[src/rtl/uart_frame_pkg.sv]
// Shared definitions for the UART frame receiver: status codes, frame FSM states
// and the MSB-first CRC8 step function.
package uart_frame_pkg;

    localparam logic [7:0] ST_OK      = 8'h01;
    localparam logic [7:0] ST_TAIL    = 8'h02;
    localparam logic [7:0] ST_FRAME   = 8'h03;
    localparam logic [7:0] ST_CRC     = 8'h04;
    localparam logic [7:0] ST_TIMEOUT = 8'h05;

    typedef enum logic [1:0] {
        S_IDLE,
        S_PAYLOAD,
        S_CRC,
        S_TAIL
    } frx_state_e;

    // Non-reflected CRC8 with no final XOR: the byte is folded in first,
    // then eight shift/XOR steps.
    function automatic logic [7:0] crc8(input logic [7:0] crc,
                                        input logic [7:0] data,
                                        input logic [7:0] poly);
        logic [7:0] c;
        c = crc ^ data;
        for (int i = 0; i < 8; i++) begin
            c = c[7] ? ({c[6:0], 1'b0} ^ poly) : {c[6:0], 1'b0};
        end
        return c;
    endfunction

endpackage

[src/rtl/uart_byte_rx.sv]
// 8N1 byte receiver: 2-FF synchroniser, false-start rejection, mid-bit sampling
// and a stop-bit check that yields either byte_valid or byte_err.
module uart_byte_rx #(
    parameter int CLK_FREQ = 50_000_000,
    parameter int UART_BPS = 115200
) (
    input  logic       sys_clk,
    input  logic       sys_rst_n,
    input  logic       uart_rxd,
    output logic [7:0] byte_data,
    output logic       byte_valid,
    output logic       byte_err
);

    localparam int BPS_CNT = CLK_FREQ / UART_BPS;
    localparam int CNT_W   = (BPS_CNT > 2) ? $clog2(BPS_CNT) : 1;
    localparam logic [CNT_W-1:0] CNT_MID = CNT_W'(BPS_CNT / 2);
    localparam logic [CNT_W-1:0] CNT_END = CNT_W'(BPS_CNT - 1);

    logic             rxd_s1, rxd_s2, rxd_d;
    logic             rx_on;
    logic [CNT_W-1:0] clk_cnt;
    logic [3:0]       bit_cnt;
    logic [7:0]       shift_p0;
    logic             start_edge;

    assign start_edge = rxd_d & ~rxd_s2;

    always_ff @(posedge sys_clk) begin
        if (sys_rst_n) begin
            rxd_s1     <= 1'b1;
            rxd_s2     <= 1'b1;
            rxd_d      <= 1'b1;
            rx_on      <= 1'b0;
            clk_cnt    <= '0;
            bit_cnt    <= '0;
            shift_p0   <= '0;
            byte_data  <= '0;
            byte_valid <= 1'b0;
            byte_err   <= 1'b0;
        end else begin
            rxd_s1     <= uart_rxd;
            rxd_s2     <= rxd_s1;
            rxd_d      <= rxd_s2;
            byte_valid <= 1'b0;
            byte_err   <= 1'b0;
            if (!rx_on) begin
                if (start_edge) begin
                    rx_on   <= 1'b1;
                    clk_cnt <= '0;
                    bit_cnt <= '0;
                end
            end else begin
                clk_cnt <= (clk_cnt == CNT_END) ? '0 : clk_cnt + 1'b1;
                if (clk_cnt == CNT_END)
                    bit_cnt <= bit_cnt + 4'd1;
                // Mid-bit sample; leaving rx_on at the stop sample re-arms half a bit early.
                if (clk_cnt == CNT_MID) begin
                    if (bit_cnt == 4'd0) begin
                        if (rxd_s2)
                            rx_on <= 1'b0;
                    end else if (bit_cnt <= 4'd8) begin
                        shift_p0 <= {rxd_s2, shift_p0[7:1]};
                    end else begin
                        rx_on <= 1'b0;
                        if (rxd_s2) begin
                            byte_valid <= 1'b1;
                            byte_data  <= shift_p0;
                        end else begin
                            byte_err <= 1'b1;
                        end
                    end
                end
            end
        end
    end

endmodule

[src/rtl/uart_frame_rx.sv]
// Frame receiver: HEAD | PAYLOAD_LEN bytes | CRC8 | TAIL, with status reporting.
// Optional inter-byte timeout enabled by defining UART_FRX_TIMEOUT_EN.
module uart_frame_rx
    import uart_frame_pkg::*;
#(
    parameter int         CLK_FREQ     = 50_000_000,
    parameter int         UART_BPS     = 115200,
    parameter int         PAYLOAD_LEN  = 11,
    parameter logic [7:0] HEAD_BYTE    = 8'h55,
    parameter logic [7:0] TAIL_BYTE    = 8'hAA,
    parameter logic [7:0] CRC_POLY     = 8'h07,
    parameter logic [7:0] CRC_INIT     = 8'h00,
    parameter int         TIMEOUT_BITS = 30
) (
    input  logic                     sys_clk,
    input  logic                     sys_rst_n,
    input  logic                     uart_rxd,
    output logic [7:0]               byte_data,
    output logic                     byte_valid,
    output logic                     byte_err,
    output logic                     busy,
    output logic [8*PAYLOAD_LEN-1:0] payload,
    output logic                     frame_valid,
    output logic [7:0]               status,
    output logic                     status_valid
);

    localparam int BPS_CNT = CLK_FREQ / UART_BPS;
    localparam int IDX_W   = (PAYLOAD_LEN > 1) ? $clog2(PAYLOAD_LEN) : 1;
    localparam logic [IDX_W-1:0] IDX_LAST = IDX_W'(PAYLOAD_LEN - 1);

    logic [7:0] rx_byte;
    logic       rx_vld, rx_err;

    uart_byte_rx #(
        .CLK_FREQ (CLK_FREQ),
        .UART_BPS (UART_BPS)
    ) u_byte_rx (
        .sys_clk    (sys_clk),
        .sys_rst_n  (sys_rst_n),
        .uart_rxd   (uart_rxd),
        .byte_data  (rx_byte),
        .byte_valid (rx_vld),
        .byte_err   (rx_err)
    );

    assign byte_data  = rx_byte;
    assign byte_valid = rx_vld;
    assign byte_err   = rx_err;

    frx_state_e               state, state_nxt;
    logic [IDX_W-1:0]         idx;
    logic [7:0]               crc;
    logic                     crc_bad;
    logic [8*PAYLOAD_LEN-1:0] stage;
    logic                     timeout_hit;
    logic                     do_head, do_data, do_crc, do_ok, st_load;
    logic [7:0]               st_code;

    assign busy = (state != S_IDLE);

`ifdef UART_FRX_TIMEOUT_EN
    localparam int TO_LIMIT = TIMEOUT_BITS * BPS_CNT;
    localparam int TO_W     = $clog2(TO_LIMIT + 1);

    logic [TO_W-1:0] to_cnt;

    always_ff @(posedge sys_clk) begin
        if (sys_rst_n || state == S_IDLE || rx_vld)
            to_cnt <= '0;
        else
            to_cnt <= to_cnt + 1'b1;
    end

    assign timeout_hit = (state != S_IDLE) && (to_cnt == TO_W'(TO_LIMIT - 1));
`else
    // Without the timeout a partial frame waits indefinitely; the parameters stay for a uniform interface.
    assign timeout_hit = (TIMEOUT_BITS * BPS_CNT < 0);
`endif

    always_ff @(posedge sys_clk) begin
        if (sys_rst_n)
            state <= S_IDLE;
        else
            state <= state_nxt;
    end

    // A byte beats a same-cycle timeout; a framing error mid-frame aborts it.
    always_comb begin
        state_nxt = state;
        do_head   = 1'b0;
        do_data   = 1'b0;
        do_crc    = 1'b0;
        do_ok     = 1'b0;
        st_load   = 1'b0;
        st_code   = ST_OK;
        if (rx_err && state != S_IDLE) begin
            st_load   = 1'b1;
            st_code   = ST_FRAME;
            state_nxt = S_IDLE;
        end else if (rx_vld) begin
            case (state)
                S_IDLE: begin
                    if (rx_byte == HEAD_BYTE) begin
                        do_head   = 1'b1;
                        state_nxt = S_PAYLOAD;
                    end
                end
                S_PAYLOAD: begin
                    do_data = 1'b1;
                    if (idx == IDX_LAST)
                        state_nxt = S_CRC;
                end
                S_CRC: begin
                    do_crc    = 1'b1;
                    state_nxt = S_TAIL;
                end
                S_TAIL: begin
                    st_load   = 1'b1;
                    state_nxt = S_IDLE;
                    if (rx_byte != TAIL_BYTE)
                        st_code = ST_TAIL;
                    else if (crc_bad)
                        st_code = ST_CRC;
                    else
                        do_ok = 1'b1;
                end
                default: state_nxt = S_IDLE;
            endcase
        end else if (timeout_hit) begin
            st_load   = 1'b1;
            st_code   = ST_TIMEOUT;
            state_nxt = S_IDLE;
        end
    end

    always_ff @(posedge sys_clk) begin
        if (sys_rst_n) begin
            idx          <= '0;
            crc          <= CRC_INIT;
            crc_bad      <= 1'b0;
            payload      <= '0;
            status       <= '0;
            frame_valid  <= 1'b0;
            status_valid <= 1'b0;
        end else begin
            frame_valid  <= do_ok;
            status_valid <= st_load;
            if (st_load)
                status <= st_code;
            if (do_head) begin
                idx     <= '0;
                crc     <= CRC_INIT;
                crc_bad <= 1'b0;
            end
            if (do_data) begin
                idx <= idx + 1'b1;
                crc <= crc8(crc, rx_byte, CRC_POLY);
            end
            if (do_crc)
                crc_bad <= (rx_byte != crc);
            if (do_ok)
                payload <= stage;
        end
    end

    // Staging buffer holds the frame under assembly; it needs no reset.
    always_ff @(posedge sys_clk) begin
        for (int i = 0; i < PAYLOAD_LEN; i++) begin
            if (do_data && idx == IDX_W'(i))
                stage[8*i +: 8] <= rx_byte;
        end
    end

endmodule

[config.mk]
export PLATFORM = sky130hd
export DESIGN_NAME = uart_frame_rx
export DESIGN_NICKNAME = d
export VERILOG_FILES = /design/src/rtl/uart_frame_pkg.sv /design/src/rtl/uart_byte_rx.sv /design/src/rtl/uart_frame_rx.sv
export SDC_FILE = /design/constraint.sdc
export NUM_CORES = 1
export LEC_CHECK = 0
export BUFFER_PORTS_ARGS = -buffer_cell sky130_fd_sc_hd__buf_2
export CORE_ASPECT_RATIO = 0.9
export CORE_MARGIN = 8
export CORE_UTILIZATION = 50
export DETAILED_ROUTE_END_ITERATION = 7
export GPL_TIMING_DRIVEN = 0
export PLACE_DENSITY = 0.7
export SLEW_MARGIN = 20
export SYNTH_ARGS = -nofsm -noshare
export SYNTH_HDL_FRONTEND = slang
export SYNTH_SLANG_ARGS = --single-unit
[constraint.sdc]
create_clock -name sys_clk -period 6.35 [get_ports sys_clk]
set_clock_uncertainty 0.15 [all_clocks]
set_input_delay 0.3175 -clock sys_clk [delete_from_list [all_inputs] [get_ports sys_clk]]
set_output_delay 0.3175 -clock sys_clk [all_outputs]
set_load 0.01 [all_outputs]
Word level (Yosys, flattened, before mapping):

Index checks and enable logic that the tools add are counted.

* logic and storage cells: 147
* output and inout port bits: 109
* input port bits: 3
* bits in registers: 236

* mux-type cells: 53
* eq/ne operators: 21
* $lt $le $gt $ge: 1
* bitwise operators: 15
* reduce and logical (&&, ||, !) cells: 25
* add/sub/neg operators: 3

Operators with widths (number)
* 3-bit 2-to-1 mux: 11
* 8-bit 2-to-1 mux: 4
* 1-bit 2-to-1 mux: 27
* 9-bit 2-to-1 mux: 3
* 3-bit inverter: 8
* 4-bit 2-to-1 mux: 5
* 4-bit by 3-bit == test with 1-bit output, second input constant: 4
* 4-bit == test, second input constant: 3
* 1-bit logical AND: 12
* 9-bit by 1-bit adder with 9-bit output, second input constant: 1
* 9-bit by 8-bit == test with 1-bit output, second input constant: 1
* 9-bit == test, second input constant: 1
* 4-bit by 1-bit adder with 4-bit output, second input constant: 2
* 4-bit by 2-bit == test with 1-bit output, second input constant: 2
* 8-bit by 7-bit == test with 1-bit output, second input constant: 1
* 4-bit logical NOT: 2
* 8-bit inequality test: 1
* 8-bit inequality test, second input constant: 1
* 2-bit case mux with 4 select lines: 1
* 2-bit nonzero test: 4
* 8-bit bitwise XOR: 1
* 2-bit inequality test, second input constant: 3
* 1-bit inverter: 5
* 5-bit AND reduction: 1
* 12 further kinds: 14

Depth between registers and ports, before layout:

* depth in word-level cells: 18
* mapped depth: 8
* depth with buffers taken out: 6

Cells and area by module:

From an unflattened synthesis, not the netlist that was laid out.

* cell total of the unflattened synthesis: 833
* area, all modules: 9012.4 um^2

By module, submodules not included
* uart_frame_rx: times used 1, cells an instance 652, area each 7409.6 um^2, sequential area each 4804.6 um^2
* uart_byte_rx: times used 1, cells an instance 181, area each 1602.8 um^2, sequential area each 700.7 um^2

Worst setup path after synthesis:

No wires, ideal clock.

* path kind: register to register
* start: register state[0]
* end: register stage[0] (enable)
* path buffers: 2
* arrival: 2.271 ns
* setup slack: 3.531 ns
* library setup time: 0.398 ns
* cell stages (with the launch flop): 8
* data required time: 5.802 ns
* period minus slack after synthesis: 2.819 ns
* path through: dfxtp_1 > inv_1 > ha_1 > nand2b_1 > nand3_1 > clkbuf_1 > clkbuf_1 > nor4b_1

* longest elaborated chain between the ends: 5
* elaborated cells between the ends (all ways): 7
* classes of those cells: eq/ne (1); mux (3); reduce/logical (3)

Ends and longest elaborated chain
* start: declaration: line uart_frame_rx.sv:51 `frx_state_e state, state_nxt;`
* start signal: assignment: line uart_frame_rx.sv:85 `state <= state_nxt;`
* 2-bit by 1-bit == test with 1-bit output: line uart_frame_rx.sv:102 `case (state)`
* 1-bit 2-to-1 mux: line uart_frame_rx.sv:102
* 1-bit 2-to-1 mux: line uart_frame_rx.sv:101 `end else if (rx_vld) begin`
* 1-bit 2-to-1 mux *: line uart_frame_rx.sv:97 `if (rx_err && state != S_IDLE) begin`
* 1-bit logical AND *: line uart_frame_rx.sv:170 `if (do_data && idx == IDX_W'(i))`
* end signal: indexed assignment: line uart_frame_rx.sv:171 `stage[8*i +: 8] <= rx_byte;`
* end: declaration: line uart_frame_rx.sv:55 `logic [8*PAYLOAD_LEN-1:0] stage;`

Mark *: on every way between the ends. The rest lies on a longest branch, timed or not.
A chain may end at the register's enable or synchronous reset.

Worst setup path in the final report:

* start: register u_byte_rx.byte_data[1]
* end: register payload[70]

* longest elaborated chain between the ends: 5

Ends and longest elaborated chain
* start: declaration: line uart_byte_rx.sv:10 `output logic [7:0] byte_data,`
* start signal: assignment: line uart_byte_rx.sv:68 `byte_data <= shift_p0;`
* 8-bit inequality test: line uart_frame_rx.sv:121 `if (rx_byte != TAIL_BYTE)`
* 1-bit 2-to-1 mux: line uart_frame_rx.sv:121
* 1-bit 2-to-1 mux: line uart_frame_rx.sv:102
* 1-bit 2-to-1 mux: line uart_frame_rx.sv:101
* 1-bit 2-to-1 mux: line uart_frame_rx.sv:97
* end signal: assignment: line uart_frame_rx.sv:163 `payload <= stage;`
* end: declaration: line uart_frame_rx.sv:22 `output logic [8*PAYLOAD_LEN-1:0] payload,`

Every way passes these cells.

==> impl_metrics.yaml <==
logic_synthesis:
  ys.flop_type: "dfxtp_1"
  synth-edff-count: 88
  synthCells: 828
  syn-cell-area_um2: 9095
  synth_sequential_area_ratio_pct: 60.53
  yosys_warnings: 0
  yosysUniqueCellTypes: 61
  yosysTopAreaCell: "dfxtp_1"
  ys_top_cells_by_area: "dfxtp_1 31%, edfxtp_1 29%, a21oi_1 6.9%"
  syn_avg_cell_area_um2: 10.98
  ys_ff_latch: 231
  synth.top_cell.area_share_pct: 31.48
  synthArstFlopShare_pct: 0
finish:
  drive_above_1_share_pct: 19.25
  multi_input_area_um2: 3168
  nets: 988
  fin_area_um2: 10750
  area_growth_pct: 18.24
  regArea_um2: 5505
  diodes: 0
  fin_cells: 1227
  fillers: 1488
clock_tree:
  cts_htree_levels: 1
  root_buffer: "clkbuf_16"
  ctsLongestPathBuffers: 3
  cts_buffers: 24
  cts_setup_buffers: 0
  cts_tree: "done"
  cts_sinks: 231
  clk_pin_slew_ps: 60
  clk_latency_ps: 520
timing:
  max_freq_mhz: 348.6
  holdWs_ps: 111.1
  finalCritPeriodShare_pct: 45.18
  maxSlewViolCount: 0
  setup-tns-final_ps: 0
  hold_viol: 0
  fin_crit_ps: 2869
  setup_viol: 0
  rsz0062_at_grt: "false"
  max_slew.worst_pin.slew_ps: 1045
  layout_setup_ws_ps: 3481
  relSlewSlack_pct: 30.23
pwr:
  power_frac_clock_pct: 46.2
  ir_worst_vdd_v: 0.0001787
  switchingPower_uw: 580.4
  combPwrFrac_pct: 1.2
  switching_share_pct: 19.97
  p_seq_share_pct: 52.6
  powerDensity_nw_per_um2: 270.3
  intPower_mw: 2.327
  leakage_nw: 4.001
placement:
  hpwl_um: 14770
  io_buffers: 106
  place_ws_ps: 3553
  dp_cells: 1182
  gp_congestion: 0.8279
  place_area_um2: 9986
setup_path:
  worstSetupPathType: "flip-flop to flip-flop"
  critPathLaunchType: "flip-flop"
  required_ps: 6640
  critPathMaxFanout: 18
  critPathCaptureType: "flip-flop"
  crit_arrival_ps: 3160
route:
  drt_pass1_iterations: 5
  num_vias: 6868
  wl_met1_um: 9768
  drt_drc_violations_left: 0
  wl_per_cell_um: 18.27
  drtIter0Drc: 531
  dr.max_layer_used: "met4"
  routed-wl-met3_um: 1411
  avgViaCountPerCell: 5.597
  final_antenna_net_count: 0
  wl_met2_um: 10710
  drt_wl_total_um: 22420
die:
  dieArea_um2: 22770
  fp-row-count: 46
  start_util_pct: 51.31
  coreArea_um2: 17730
  die_x_um: 158.2
  die_h_um: 144.0
  io_pins: 112
run:
  drv_cap: 0
global_routing:
  grt_use_total_pct: 19.56
  antenna_found_initial: 0
  grt_pass1_vias: 6588
  overflow: 0
  grt_first_pass_wirelength_um: 35310
  grt_max_degree: 19
status:
  status: "finished, final reports clean"
min_path:
  hp-class: "input pin to flip-flop"
-- metal layers --
layer / vias up / track usage, %
li1: 3348 / -
met1: 3270 / 26.03
met2: 208 / 32.39
met3: 42 / 2.912
met4: 0 / 5.850
met5: - / 0
-- placed cells by master (no fill, tap or decap), drive strengths merged, types with 6 or more instances in the layout --
cell type  netlist  routed
o21ai          110     110
nor3             9       9
nor2b            6       6
a21oi          126     126
inv             10      10
clkbuf          46      77
clkinv           0      11
a311oi           6       6
and3            10      10
nand3          120     120
nor2             8       8
ha              16      16
nand4           10      10
nand2           15      15
edfxtp          88      88
dfxtp          143     143
buf             27     137
xnor2           11      11
-- worst max-delay path, stage by stage, from the launching register on --
cell and delay [ps]:
dfxtp_1 1000, nand4bb_1 350, nor4_4 510, buf_4 290, buf_4 210, nand3_1 110, a21oi_1 170
-- synth_stat cells (5+ instances only) --
master and n:
edfxtp_1 88, o21ai_0 22, dfxtp_1 143, buf_8 9, nand4_1 10, nor2b_1 6
and3_1 10, a21oi_1 126, clkbuf_1 44, inv_1 10, o21ai_1 87, ha_1 16
xnor2_1 8, nand3_1 120, nor3_1 9, a31oi_1 5, nor2_1 8, a311oi_1 6
nor4b_1 5, or3_1 5, xnor3_1 5, nand2_1 14, buf_2 7, buf_4 8
-- power by group through the flow --
stage	combinational (mW)	sequential [mW]	clock, mW
final	0.0354	1.53	1.34
after global routing	0.0391	1.53	1.43
after CTS	0.0349	1.53	1.36
after detailed placement	0.0344	1.56	0
after global placement	0.0343	1.56	0
after floorplan	0.0237	1.56	0
-- state kept, by name, indices dropped and copies added (netlist names), 2 cells and up --
name,flops
u_byte_rx.shift_p0,8
payload,88
idx,4
u_byte_rx.byte_data,8
status,3
crc,8
state,2
u_byte_rx.clk_cnt,9
u_byte_rx.bit_cnt,4
stage,88
-- per-stage QoR --
step                      utilization [%]  total power, mW
after detailed placement            56.33            1.596
after floorplan                         -            1.585
after global routing                60.66            2.998
final                               60.66            2.907
after global placement              56.08            1.596
after CTS                           60.66            2.926
-- final cells by class --
type / count / area share [%]
sequential: 231 / 51.19
multi-input combinational: 518 / 29.46
clock buffer: 31 / 5.922
timing repair buffer: 111 / 5.212
buffer: 73 / 3.944
tap: 240 / 2.792
clock inverter: 13 / 1.129
inverter: 10 / 0.3490
-- cell families (layout without fill, tap and decap cells) --
kind of cell	Yosys count	after routing	synth area share [%]
DFF	231	231	60.53
muxes	1	1	0.1101
xor gates and xnor gates	19	19	3.164
buffers and inverters	83	238	5.076
and+or+nand+nor	214	214	13.47
adders and majority gates	16	16	2.201
AOI/OAI and AO/OA	263	263	15.41
other	1	5	0.04123
-- final timing paths --
| path | startpoint | to | slack (ps) | cells past startpoint |
|---|---|---|---|---|
| setup / recovery | u_byte_rx.byte_data[1] | payload[70] | 3480 | 6 |
| hold / removal | sys_rst_n | status[2] | 110 | 3 |
| setup reg to reg | u_byte_rx.byte_data[1] | payload[70] | 3480 | 6 |
| hold reg to reg | u_byte_rx.rxd_s1 | u_byte_rx.rxd_s2 | 260 | 1 |
-- what timing repair did --
| action | CTS | global route |
|---|---|---|
| hold buffers | 1 | 0 |
| resized for setup | 0 | 0 |
| endpoints found under the hold margin | 1 | 0 |
(Power assumes the default switching activity.)
